<file path="src/rtl/count_sequencer_pkg.sv">
// count_sequencer_pkg: shared types, widths and limit clamp for the counter sequencer
package count_sequencer_pkg;
   localparam int LIMIT_W = 4;
   localparam int STEPS_W = 8;
   localparam logic [LIMIT_W-1:0] LIMIT_MAX = LIMIT_W'(10);
   typedef enum logic [1:0] {IDLE, CLEAR, RUN, DONE} seq_state_t;
   function automatic logic [LIMIT_W-1:0] clamp_limit(input logic [LIMIT_W-1:0] l);
      return (l > LIMIT_MAX) ? LIMIT_MAX : l;
   endfunction
endpackage

</file>
<file path="src/rtl/count_sequencer_rr_arb2.sv">
// rr_arb2: two-way round-robin arbiter; on contention the requester not served last wins
module rr_arb2 (
   input  logic [1:0] req,
   input  logic       last,
   output logic       win,
   output logic       valid
);
   always_comb begin
      valid = |req;
      win   = (&req) ? ~last : req[1];
   end
endmodule

</file>
<file path="src/rtl/count_sequencer.sv">
// count_sequencer: arbitrates two requesters onto one modulo counter, runs it for a set step count
module count_sequencer
   import count_sequencer_pkg::*;
(
   input  logic               clk,
   input  logic               rst,
   input  logic [1:0]         req,
   input  logic [LIMIT_W-1:0] req_limit0,
   input  logic [LIMIT_W-1:0] req_limit1,
   input  logic [STEPS_W-1:0] req_steps0,
   input  logic [STEPS_W-1:0] req_steps1,
   input  logic               abort,
   output logic [1:0]         gnt,
   output logic [1:0]         done,
   output logic               aborted,
   output logic               busy,
   output logic               owner,
   output logic               cnt_clr,
   output logic               cnt_en,
   output logic [LIMIT_W-1:0] cnt_limit
);
   seq_state_t         state;
   logic [STEPS_W-1:0] rem;
   logic               last;
   logic               arb_win;
   logic               arb_valid;

   rr_arb2 u_arb (
      .req   (req),
      .last  (last),
      .win   (arb_win),
      .valid (arb_valid)
   );

   // reset pointer says requester 1 was served last, so requester 0 wins the first tie
   always_ff @(posedge clk or negedge rst) begin
      if (!rst) begin
         state     <= IDLE;
         rem       <= '0;
         last      <= 1'b1;
         gnt       <= '0;
         done      <= '0;
         aborted   <= 1'b0;
         busy      <= 1'b0;
         owner     <= 1'b0;
         cnt_clr   <= 1'b0;
         cnt_en    <= 1'b0;
         cnt_limit <= '0;
      end else begin
         gnt     <= '0;
         done    <= '0;
         cnt_clr <= 1'b0;
         case (state)
            IDLE: if (arb_valid) begin
               state     <= CLEAR;
               owner     <= arb_win;
               gnt       <= {arb_win, ~arb_win};
               cnt_clr   <= 1'b1;
               busy      <= 1'b1;
               cnt_limit <= clamp_limit(arb_win ? req_limit1 : req_limit0);
               rem       <= arb_win ? req_steps1 : req_steps0;
            end
            CLEAR: if (abort || rem == '0) begin
               state   <= DONE;
               done    <= {owner, ~owner};
               aborted <= abort;
            end else begin
               state  <= RUN;
               cnt_en <= 1'b1;
            end
            RUN: if (abort || rem == STEPS_W'(1)) begin
               state   <= DONE;
               cnt_en  <= 1'b0;
               done    <= {owner, ~owner};
               aborted <= abort;
            end else begin
               rem <= rem - STEPS_W'(1);
            end
            DONE: begin
               state   <= IDLE;
               busy    <= 1'b0;
               aborted <= 1'b0;
               last    <= owner;
            end
            default: state <= IDLE;
         endcase
      end
   end
endmodule

</file>
<file path="config.mk">
export PLATFORM = sky130hd
export DESIGN_NAME = count_sequencer
export DESIGN_NICKNAME = d
export VERILOG_FILES = /design/src/rtl/count_sequencer_pkg.sv /design/src/rtl/count_sequencer_rr_arb2.sv /design/src/rtl/count_sequencer.sv
export SDC_FILE = /design/constraint.sdc
export NUM_CORES = 1
export LEC_CHECK = 0
export ABC_CLOCK_PERIOD_IN_PS = 3460
export CORE_AREA = 10 10 73 82
export DETAILED_ROUTE_END_ITERATION = 7
export DIE_AREA = 0 0 83 92
export PLACE_DENSITY_LB_ADDON = 0.05
export SETUP_SLACK_MARGIN = 0.1
export SLEW_MARGIN = 20
export SYNTH_ARGS = -nofsm -noshare
export SYNTH_HDL_FRONTEND = slang
export SYNTH_SLANG_ARGS = --single-unit
</file>
<file path="constraint.sdc">
create_clock -name clk -period 3.46 [get_ports clk]
set_clock_uncertainty 0.2 [all_clocks]
set_input_delay 0.346 -clock clk [delete_from_list [all_inputs] [get_ports clk]]
set_output_delay 0.346 -clock clk [all_outputs]
set_load 0.02 [all_outputs]
</file>
After elaboration in Yosys (flattened, before gate mapping)
Index checks and enable logic that the tools add are counted.

Div/mod/pow operators: 0. Bitwise logic cells: 3. Shifts and indexed selects: 0. Multipliers: 0. Eq/ne operators: 9. Multiplexer cells: 26. Reduce and logical (&&, ||, !) cells: 16. Magnitude comparators: 1. Add/subtract/negate cells: 1.

Operators by type and width (number): $mux 8 (3); $pmux 8 s2 (1); $mux 2 (6); $ne 2x2->1 const B (5); $mux 1 (9); $reduce_and 3->1 (3); $eq 8x1->1 const B (1); $logic_not 8->1 (1); $mux 4 (2); $pmux 2 s4 (1); $reduce_and 2->1 (4); $sub 8x1->8 const B (1); $reduce_bool 2->1 (3); $eq 2x2->1 const B (2); $gt 4x4->1 const B (1); $pmux 1 s2 (2); $pmux 2 s2 (1); $not 1->1 (3); $pmux 1 s3 (1); $reduce_bool 3->1 (1); $eq 2x1->1 const B (1); $logic_not 2->1 (1); $logic_or 1x1->1 (2); $reduce_or 2->1 (1).

Memory bits (read-only): 0. Flip-flop bits (word level): 24. Memory bits (writable): 0. Output and inout bits: 13. Word-level logic and storage cells: 67. Memories kept: 0. Bits in latches: 0.

Depth between registers and ports, before layout
Gate-level depths: netlist of the first run.

Depth in word-level cells: 5. Gate-level depth with buffers: 8. Gate-level depth less buffers: 6.

Hierarchy
From an unflattened synthesis of the first run, not the netlist that was laid out.

Cell total of the unflattened synthesis: 142. Area, all modules: 1468.9 um^2.

Modules (own cells, without submodules): count_sequencer (area an instance 1455.1 um^2, instances 1, cells an instance 140); rr_arb2 (area an instance 13.8 um^2, instances 1, cells an instance 2).

Worst setup path before layout of the first run
No wires, ideal clock.

Path kind: reg-to-reg. From: reg rem[0]. To: reg aborted. Data arrival time: 1.820 ns. Path buffers: 0. Data required time: 3.132 ns. Slack: 1.312 ns. Clock period less this slack: 2.148 ns. Stages on the path, launching flop included: 7. Cells stage by stage: dfrtp_1 inv_1 ha_1 nor3b_1 a31oi_1 a211oi_1 mux2_1.

Cells in the longest elaborated chain, start to end: 4.

Ends and longest elaborated chain: start, declared (line count_sequencer.sv:23) `logic [STEPS_W-1:0] rem;`; start signal, assigned (line count_sequencer.sv:61) `rem <= arb_win ? req_steps1 : req_steps0;`; start signal, assigned (line count_sequencer.sv:77) `rem <= rem - STEPS_W'(1);`; $eq 8x1->1 or $logic_not 8->1 (tied branches) (line count_sequencer.sv:71, count_sequencer.sv:63); $logic_or 1x1->1 (on tied branches) (line count_sequencer.sv:71, count_sequencer.sv:63); $ne 2x2->1 (no line); $reduce_and 3->1 (no line) *; end signal, assigned (line count_sequencer.sv:66) `aborted <= abort;`; end signal, assigned (line count_sequencer.sv:75) `aborted <= abort;`; end, declared (line count_sequencer.sv:15) `output logic aborted,`.

Mark *: on every way between the ends. The rest lies on a longest branch, timed or not. A chain may end at the register's enable or synchronous reset.

Final worst setup path of the first run
From: reg rem[1]. To: reg aborted.

The elaborated chain is that of the path after synthesis.

==> results of run 1 <==
[cells by family after synthesis]
group / after synthesis / synth area share
muxes: 17 / 0.120
AOI/OAI and AO/OA: 41 / 0.222
and+or+nand+nor: 45 / 0.154
DFF: 24 / 0.407
adders and majority gates: 6 / 0.0508
buffers and inverters: 16 / 0.0465
[power by group through the flow]
stage,Sequential (uW),Combinational (uW),Clock [uW]
2_1_floorplan,578,480,0
3_3_place_gp,522,829,0
3_5_place_dp,525,840,0
4_1_cts,520,842,204
5_1_grt,538,911,214
6_report,521,833,200
[area by class of cell]
cell class / instances / area, um^2
sequential: 24 / 602
fill: 438 / 2420
timing repair buffer: 44 / 433
tap: 56 / 70.1
multi-input combinational: 109 / 808
inverter: 10 / 37.5
clock buffer: 4 / 55.1
[cells in the final DEF, fill, tap and decap left out, types with 2 or more instances in the layout]
cell type        netlist  final
nor2b_1                2      2
nor4_1                 2      2
clkdlybuf4s50_1        0     41
o2111ai_1              4      4
ha_1                   6      6
clkbuf_8               0      4
nor2_1                11     11
a21oi_1                4      4
o211a_1                2      2
nor3_1                 4      4
o21ai_1                2      2
mux2i_1               11     11
o21ai_0                4      4
nand3_1                2      2
mux2_2                 5      5
o221a_2                2      2
inv_1                 10     10
dfrtp_1               23     23
buf_4                  0      3
a211oi_1               4      4
nand2_1               13     13
o211ai_1               5      5
nor3b_1                2      2
[synth_stat cells (all sizes together), types with 2 or more instances]
library cell	count	share of area
o211ai	5	0.025
o31ai	2	0.014
a21oi	4	0.014
buf	2	0.011
nand2	13	0.033
inv	10	0.025
mux2	6	0.046
nand3	2	0.0068
o221a	3	0.023
o21a	2	0.015
o21ai	6	0.020
or4	2	0.013
ha	6	0.051
mux2i	11	0.074
nor2	11	0.028
a211oi	4	0.020
o2111ai	4	0.024
dfrtp	23	0.39
clkbuf	4	0.010
nor3	4	0.014
o211a	2	0.014
nor2b	2	0.0085
nor4	2	0.0085
nor3b	2	0.010
[worst paths after layout]
| path | end | slack [ns] |
|---|---|---|
| setup / recovery | aborted$_DFFE_PN0P_ | 1.10 |
| min in group clk | aborted$_DFFE_PN0P_ | 0.29 |
| hold / removal | done[1]$_DFF_PN0_ | 0.23 |
| max in group asynchronous | last$_DFFE_PN1P_ | 2.54 |
| hold reg to reg | aborted$_DFFE_PN0P_ | 0.29 |
| setup reg to reg | aborted$_DFFE_PN0P_ | 1.10 |
[metal layers]
| metal | share of wire | vias up |
|---|---|---|
| li1 | - | 636 |
| met1 | 0.46 | 635 |
| met2 | 0.47 | 49 |
| met3 | 0.057 | 7 |
| met4 | 0.016 | 0 |
| met5 | 0 | - |
[sequential cells by signal (all words and copies together), names as in the netlist]
register and cells:
last 1, aborted 1, rem 8, owner 1, cnt_limit 4, cnt_clr 1, done 2, busy 1
gnt 2, cnt_en 1, state 2
[through the flow]
stage / worst slack [ns] / hold WS (ns)
after floorplan: 1.31 / -0.150
after global placement: 0.895 / 0.268
after detailed placement: 0.885 / 0.277
after CTS: 1.08 / 0.246
after global routing: 0.921 / 0.261
final: 1.10 / 0.227
==> results.yml, run 1 <==
setup_path:
  r2r-start: "rem[1]$_DFFE_PN0P_"
  r2r_cells: 6
  required_ns: 3.43
  cp-startpoint: "rem[1]$_DFFE_PN0P_"
  crit_buf_inv: 1
  path_delay_family: "compound AO/OA/AOI/OAI gates"
  worstPathArrival_ns: 2.33
  worstSetupPathType: "flop to flop"
  cp_max_fo: 13
  crit_path_max_incr_delay_ns: 0.51
  critPathCaptureType: "flop"
  cp_num_cells: 6
  crit_path_top_delay_cell: "or3b_2"
  crit_chain: "inv_1 -> ha_1 -> or3b_2 -> o21a_4 -> a211oi_1 -> mux2_1"
  crit_path_start_kind: "flop"
grt:
  grt_pass1_wl_mm: 6.78
  use_met3: 0.0204
  grt_start_max_net_pins: 25
  grt_pass1_vias: 1305
  antenna_found_initial: 0
  grt_use_met2: 0.170
  track_usage: 0.105
  busiest_layer: "met2"
  grt_overflow_total: 0
  met1_usage: 0.134
power_and_ir_drop:
  pwr-share-clk: 0.129
  swShare: 0.420
  leakage_uw: 0.000831
  total_power_uw: 1550
  peakVddDrop_mv: 0.246
  seqPwrFrac: 0.336
  pwr_density_cell_nw_per_um2: 775
  p_int_uw: 902
  p_sw_uw: 652
  comb_power_share: 0.536
die:
  core-area_um2: 4420
  start_util: 0.334
  io_pins: 42
  num_rows: 26
  die_w_um: 83
  die_area_um2: 7640
  die_h_um: 92
yosys:
  async_reset_ff_frac: 1.00
  syn_inst: 149
  syn_area_per_cell_um2: 9.93
  yosysWarnings: 0
  ys.flop_type: "dfrtp_1"
  synth.yosys.seq_area_share: 0.407
  ys_ff_latch: 24
  synth_fp_nets: 184
  netlist-cell-type-count: 48
  synth_edf_count: 0
  syn_area_um2: 1480
timing:
  rsz0062_at_grt: "false"
  relSlewSlack: 0.521
  fin_crit_sh: 0.682
  slew_viol_final: 0
  period_needed_ns: 2.36
  tightest_slew_ns: 0.713
  setup-tns-final_ns: 0
  finalHoldViolCount: 0
  setup_viol: 0
  fmax_ghz: 0.424
placement:
  dp_hpwl_mm: 3.15
  place_area_um2: 1950
  portBuffers: 41
  gp_congestion: 0.758
  placed_cells: 243
cells_and_area:
  final_area_um2: 2010
  antenna_cells: 0
  final_cells: 247
  nNetsFinal: 227
  postLayoutCoreUtil: 0.453
  drive_above_1_share: 0.105
  syn2layout_area_growth_pct: 35.6
clock_tree:
  cts-root-buf: "clkbuf_8"
  cts_max_level: 1
  cts_resized: 0
  tritoncts: "yes"
  clkLatencyLatePin_ns: 0.27
  cts_sinks: 24
  clock_path_buffers: 2
  post_cts_buffers: 0
  postCtsHoldBufs: 0
  path_clk_slew_ns: 0.09
  cts_buffers: 3
route:
  num_vias: 1327
  vias_per_cell: 5.37
  drtPass1Iterations: 4
  drt_iter0_drc: 62
  wl_mm: 4.16
  wl_per_cell_um: 16.8
  postRouteAntennaNets: 0
  drc: 0
job:
  maxCapViolations: 0
status:
  status: "completed"
hold_path:
  hold_class: "primary input to asynchronous set/reset pin"
No activity file was read; power rests on OpenSTA's default activity.
==> run 2: changes to the inputs <==
--- a/config.mk
+++ b/config.mk
@@ -5,7 +5,7 @@
 export SDC_FILE = /design/constraint.sdc
 export NUM_CORES = 1
 export LEC_CHECK = 0
-export ABC_CLOCK_PERIOD_IN_PS = 3460
+export ABC_CLOCK_PERIOD_IN_PS = 2100
 export CORE_AREA = 10 10 73 82
 export DETAILED_ROUTE_END_ITERATION = 7
 export DIE_AREA = 0 0 83 92
==> constraint.sdc (replaced) <==
create_clock -name clk -period 2.1 [get_ports clk]
set_clock_uncertainty 0.2 [all_clocks]
set_input_delay 0.21 -clock clk [delete_from_list [all_inputs] [get_ports clk]]
set_output_delay 0.21 -clock clk [all_outputs]
set_load 0.02 [all_outputs]
==> run 2 against run 1 <==
Effect of this change:
- final area up 17%
- sequential share of layout area shrank 4.3 points
- worst setup slack worse by 1.1 ns
- sequential cell count unchanged
- core utilization is 7.6 points higher
- combinational power rose by 130%
- clock-buffer cell count unchanged
- routed wire length rose by 3.2%
- critical path depth is 2 higher
- non-clock buffer count grew 33
- critical endpoint is now rem[6]$_DFFE_PN0P_
- largest power group unchanged
- highest routed layer unchanged
==> results.yml, run 2 (same netlist as run 1, synthesis figures left out) <==
grt:
  grt_pass1_wl_mm: 7.22
  grt_start_max_net_pins: 25
  use_met3: 0.0239
  grt_pass1_vias: 1587
  busiest_layer: "met2"
  grt_use_met2: 0.201
  met1_usage: 0.124
  grt_overflow_total: 0
  track_usage: 0.109
  antenna_found_initial: 0
hold_path:
  hold_class: "primary input to asynchronous set/reset pin"
die:
  die_area_um2: 7640
  start_util: 0.334
  die_w_um: 83
  die_h_um: 92
  io_pins: 42
  core-area_um2: 4420
  num_rows: 26
job:
  maxCapViolations: 0
timing:
  finalHoldViolCount: 0
  setup_viol: 0
  fin_hold_ws_ns: 0.121
  rsz0062_at_grt: "true"
  period_needed_ns: 2.08
  slew_viol_final: 0
  relSlewSlack: 0.786
  tightest_slew_ns: 0.320
  fin_crit_sh: 0.992
  fmax_ghz: 0.480
power_and_ir_drop:
  peakVddDrop_mv: 0.502
  pwr-share-clk: 0.093
  swShare: 0.396
  comb_power_share: 0.636
  pwr_density_cell_nw_per_um2: 1260
  p_sw_uw: 1170
  leakage_uw: 0.00100
  p_int_uw: 1790
  seqPwrFrac: 0.270
  total_power_uw: 2960
route:
  drt_iter0_drc: 62
  drtPass1Iterations: 4
  postRouteAntennaNets: 0
  wl_per_cell_um: 15.3
  num_vias: 1421
  vias_per_cell: 5.08
  drc: 0
  wl_mm: 4.29
clock_tree:
  clkLatencyLatePin_ns: 0.26
  cts_buffers: 3
  postCtsHoldBufs: 0
  cts_sinks: 24
  path_clk_slew_ns: 0.08
  cts_max_level: 1
  tritoncts: "yes"
  cts-root-buf: "clkbuf_8"
  clock_path_buffers: 2
status:
  status: "completed"
cells_and_area:
  nFillCells: 424
  drive_above_1_share: 0.295
  nNetsFinal: 260
  largest_reg_flops: 8
  largest_registers: "rem (8), cnt_limit (4)"
  regMostFlops: "rem"
  multiInputGateArea_um2: 900
  final_common_cell: "clkdlybuf4s50_1"
  final_cell_mix: "clkdlybuf4s50_1 (41), buf_4 (34), dfrtp_1 (23)"
  ff_latch_area_um2: 602
  antenna_cells: 0
  syn2layout_area_growth_pct: 58.4
setup_path:
  worstPathArrival_ns: 2.03
  required_ns: 2.05
  cp_max_fo: 5
  crit_path_start_kind: "flop"
  worstSetupPathType: "flop to flop"
  critPathCaptureType: "flop"
placement:
  dp_hpwl_mm: 3.47
  portBuffers: 41
  gp_congestion: 0.864
[run 2: cell count changes in the layout (fill, tap and decap cells not counted), sizes merged]
cell,previous run,this run
buf,3,36
[run 2: path summary, 6_finish.rpt]
check	startpoint	endpoint	slack, ns	cells past startpoint
max reg2reg	rem[1]$_DFFE_PN0P_	rem[6]$_DFFE_PN0P_	0.02	8
min in group clk	aborted$_DFFE_PN0P_	aborted$_DFFE_PN0P_	0.29	1
max in group asynchronous	rst	last$_DFFE_PN1P_	1.29	2
min reg2reg	aborted$_DFFE_PN0P_	aborted$_DFFE_PN0P_	0.29	1
min	rst	aborted$_DFFE_PN0P_	0.12	2
max	rem[1]$_DFFE_PN0P_	rem[6]$_DFFE_PN0P_	0.02	8
[run 2: what timing repair did]
item                       CTS  global route
pin swaps                    7             4
setup endpoints to repair   11            13
buffers inserted             4             2
gates resized for setup      9             9
[run 2: area by class of cell]
| class | count | share of cell area |
|---|---|---|
| clock buffers | 4 | 0.0192 |
| inverters | 10 | 0.0160 |
| multi-input cells | 109 | 0.384 |
| flip-flops and latches | 24 | 0.257 |
| well taps | 56 | 0.0299 |
| repair buffers | 77 | 0.294 |
[run 2: per-stage QoR]
step / setup TNS [ns] / cell area [um^2] / setup WS (ns) / util / instances
after CTS: 0 / 2280 / 0.0336 / 0.515 / 278
after floorplan: 0 / 1490 / 0.0785 / - / 149
after global placement: -0.0296 / 2170 / -0.0224 / 0.490 / 270
after global routing: -0.194 / 2340 / -0.0575 / 0.529 / 280
after detailed placement: -0.0398 / 2170 / -0.0242 / 0.490 / 270
final: 0 / 2340 / 0.0167 / 0.529 / 280
[run 2: worst max-delay path, stage by stage (launching register included)]
cell and delay (ns):
dfrtp_1 0.39, inv_2 0.07, ha_1 0.12, or3b_4 0.40, buf_4 0.17, o21ai_4 0.19
a21oi_2 0.08, buf_6 0.13, o211a_1 0.21
[run 2: power groups by stage]
stage                     clock, uW  sequential [uW]  combinational, uW
after floorplan                   0              956                807
after global placement            0              808               1700
after detailed placement          0              813               1710
after CTS                       295              804               1810
after global routing            313              831               2040
final                           277              801               1880
[run 2: metal layers]
layer,up-vias,part of all wire
met1,677,0.42
met3,4,0.044
met4,0,0.011
li1,705,-
met5,-,0
met2,35,0.52
==> run 3: changes to the inputs <==
--- a/config.mk
+++ b/config.mk
@@ -6,12 +6,13 @@
 export NUM_CORES = 1
 export LEC_CHECK = 0
 export ABC_CLOCK_PERIOD_IN_PS = 2100
-export CORE_AREA = 10 10 73 82
+export CORE_AREA = 10 10 73 81
 export DETAILED_ROUTE_END_ITERATION = 7
-export DIE_AREA = 0 0 83 92
+export DIE_AREA = 0 0 83 91
 export PLACE_DENSITY_LB_ADDON = 0.05
 export SETUP_SLACK_MARGIN = 0.1
 export SLEW_MARGIN = 20
 export SYNTH_ARGS = -nofsm -noshare
 export SYNTH_HDL_FRONTEND = slang
+export SYNTH_HIERARCHICAL = 1
 export SYNTH_SLANG_ARGS = --single-unit
==> run 3 against run 2 <==
Effect of this change:
- synthesized cell count decreased by 4.7%
- power decreased by 9.5%
- register-to-register slack improved by 0.18 ns
- die area decreased by 1.1%
- sequential cell count unchanged
- maximum frequency increased by 9.4%
- first-iteration DRC count decreased by 8.1%
==> results.yml, run 3 <==
status:
  status: "completed"
setup_path:
  cp-startpoint: "rem[0]$_DFFE_PN0P_"
  path_delay_family: "compound AO/OA/AOI/OAI gates"
  crit_path_top_delay_cell: "dfrtp_2"
  crit_buf_inv: 0
  worstSetupPathType: "flop to flop"
  crit_path_start_kind: "flop"
  required_ns: 2.06
  r2r-start: "rem[0]$_DFFE_PN0P_"
  cp_max_fo: 7
  critPathCaptureType: "flop"
  crit_path_max_incr_delay_ns: 0.46
  worstPathArrival_ns: 1.87
  crit_chain: "ha_1 -> nor3b_4 -> a211oi_4 -> nand3_1 -> a32o_1"
cells_and_area:
  largest_registers: "rem (8), cnt_limit (4)"
  final_cell_mix: "clkdlybuf4s50_1 (41), dfrtp_1 (22), buf_4 (12)"
  drive_above_1_share: 0.191
  postLayoutCoreUtil: 0.498
  antenna_cells: 0
  final_common_cell: "clkdlybuf4s50_1"
  largest_reg_flops: 8
  nFillCells: 409
  regMostFlops: "rem"
  final_area_um2: 2120
  final_cells: 248
  nNetsFinal: 230
  syn2layout_area_growth_pct: 44.1
route:
  wl_mm: 3.91
  drt_iter0_drc: 57
  drc: 0
  postRouteAntennaNets: 0
  drtPass1Iterations: 4
  wl_per_cell_um: 15.8
  vias_per_cell: 5.24
  num_vias: 1300
grt:
  antenna_found_initial: 0
  grt_pass1_wl_mm: 6.86
  grt_start_max_net_pins: 25
  grt_pass1_vias: 1433
  grt_overflow_total: 0
  track_usage: 0.107
die:
  io_pins: 42
  die_w_um: 83
  start_util: 0.345
  die_area_um2: 7550
  die_h_um: 91
  num_rows: 25
  core-area_um2: 4250
placement:
  dp_hpwl_mm: 3.01
  placed_cells: 241
  gp_congestion: 0.782
  place_area_um2: 2000
  portBuffers: 41
yosys:
  syn_inst: 142
  synth_largest_area_cell: "dfrtp_1"
  syn_area_um2: 1470
  synth_edf_count: 0
  synth_area_leaders: "dfrtp_1 (39%), mux2i_1 (5.5%), ha_1 (5.1%)"
  yosysWarnings: 6
  synth_fp_nets: 177
  synth_most_common_cell: "dfrtp_1"
  syn_area_per_cell_um2: 10.3
  netlist-cell-type-count: 49
  yosys-top-cells-count: "dfrtp_1 (23), nand2_1 (9), inv_1 (8), mux2i_1 (8), nor2_1 (8)"
  ys_ff_latch: 24
  synth_top_area_frac: 0.392
  async_reset_ff_frac: 1.00
  ys.flop_type: "dfrtp_1"
  synth.yosys.seq_area_share: 0.410
timing:
  period_needed_ns: 1.91
  finalHoldViolCount: 0
  fmax_ghz: 0.525
  fin_hold_ws_ns: 0.104
  slew_viol_final: 0
  setup_viol: 0
  fin_crit_sh: 0.907
  relSlewSlack: 0.719
  rsz0062_at_grt: "true"
  tightest_slew_ns: 0.418
clock_tree:
  path_clk_slew_ns: 0.09
  cts_sinks: 24
  cts-root-buf: "clkbuf_8"
  cts_buffers: 3
  clock_path_buffers: 2
  tritoncts: "yes"
  cts_max_level: 1
  clkLatencyLatePin_ns: 0.27
hold_path:
  hold_class: "primary input to asynchronous set/reset pin"
job:
  maxCapViolations: 0
power_and_ir_drop:
  pwr_density_cell_nw_per_um2: 1270
  leakage_uw: 0.000885
  peakVddDrop_mv: 0.603
  total_power_uw: 2680
-- run 3: cell count changes in the layout (fill, tap and decap cells not counted), sizes merged, moves of 4 or more --
cell / before / now
o2111ai: 4 / 0
a21o: 1 / 6
nand2: 13 / 9
o211ai: 5 / 1
buf: 36 / 13
a311oi: 0 / 4
-- run 3: layout make-up --
type                            count  area (um^2)  area share
Inverter                            8         30.0      0.0142
Tap cell                           54         67.6      0.0319
Clock buffer                        4         55.1      0.0260
Multi-Input combinational cell    104          841       0.397
Sequential cell                    24          603       0.285
Timing Repair Buffer               54          520       0.246
-- run 3: worst paths after layout --
check                                            to  slack (ns)  depth (start not counted)
min in group clk           cnt_limit[3]$_DFFE_PN0P_        0.31                          2
hold / removal                     gnt[0]$_DFF_PN0_        0.10                          2
setup / recovery                 rem[6]$_DFFE_PN0P_        0.19                          5
max in group asynchronous          last$_DFFE_PN1P_        1.30                          2
setup reg to reg                 rem[6]$_DFFE_PN0P_        0.19                          5
hold reg to reg            cnt_limit[3]$_DFFE_PN0P_        0.31                          2
-- run 3: power breakdown --
group	leakage, uW	internal, uW	total (uW)	switching [uW]
logic	0.000569	755	1460	709
registers	0.000288	679	896	217
clock network	0.0000288	168	320	152
-- run 3: logic make-up after synthesis --
family / Yosys count / share of synthesized area
AO/OA/AOI/OAI: 43 / 0.223
adder cells (fa/ha/maj): 6 / 0.0511
buffers and inverters: 14 / 0.0443
flip-flops: 24 / 0.410
multiplexers: 12 / 0.0869
AND/OR/NAND/NOR: 43 / 0.185
-- run 3: timing repair --
item	4_1_cts	5_1_grt
hold buffers	0	0
setup endpoints to repair	5	10
resized for setup	1	8
pin swaps	1	2
buffers inserted	0	3
-- run 3: stage by stage --
step           setup TNS (ns)  setup WS [ns]
2_1_floorplan               0          0.178
3_3_place_gp                0         0.0241
3_5_place_dp          -0.0135        -0.0135
4_1_cts                     0         0.0649
5_1_grt                     0         0.0788
6_report                    0          0.195
-- run 3: routing by layer --
| layer | global-route usage | wire [um] |
|---|---|---|
| met1 | 0.117 | 1710 |
| met4 | 0.0341 | 60 |
| met3 | 0.0349 | 216 |
| met5 | 0 | 0 |
| met2 | 0.189 | 1930 |
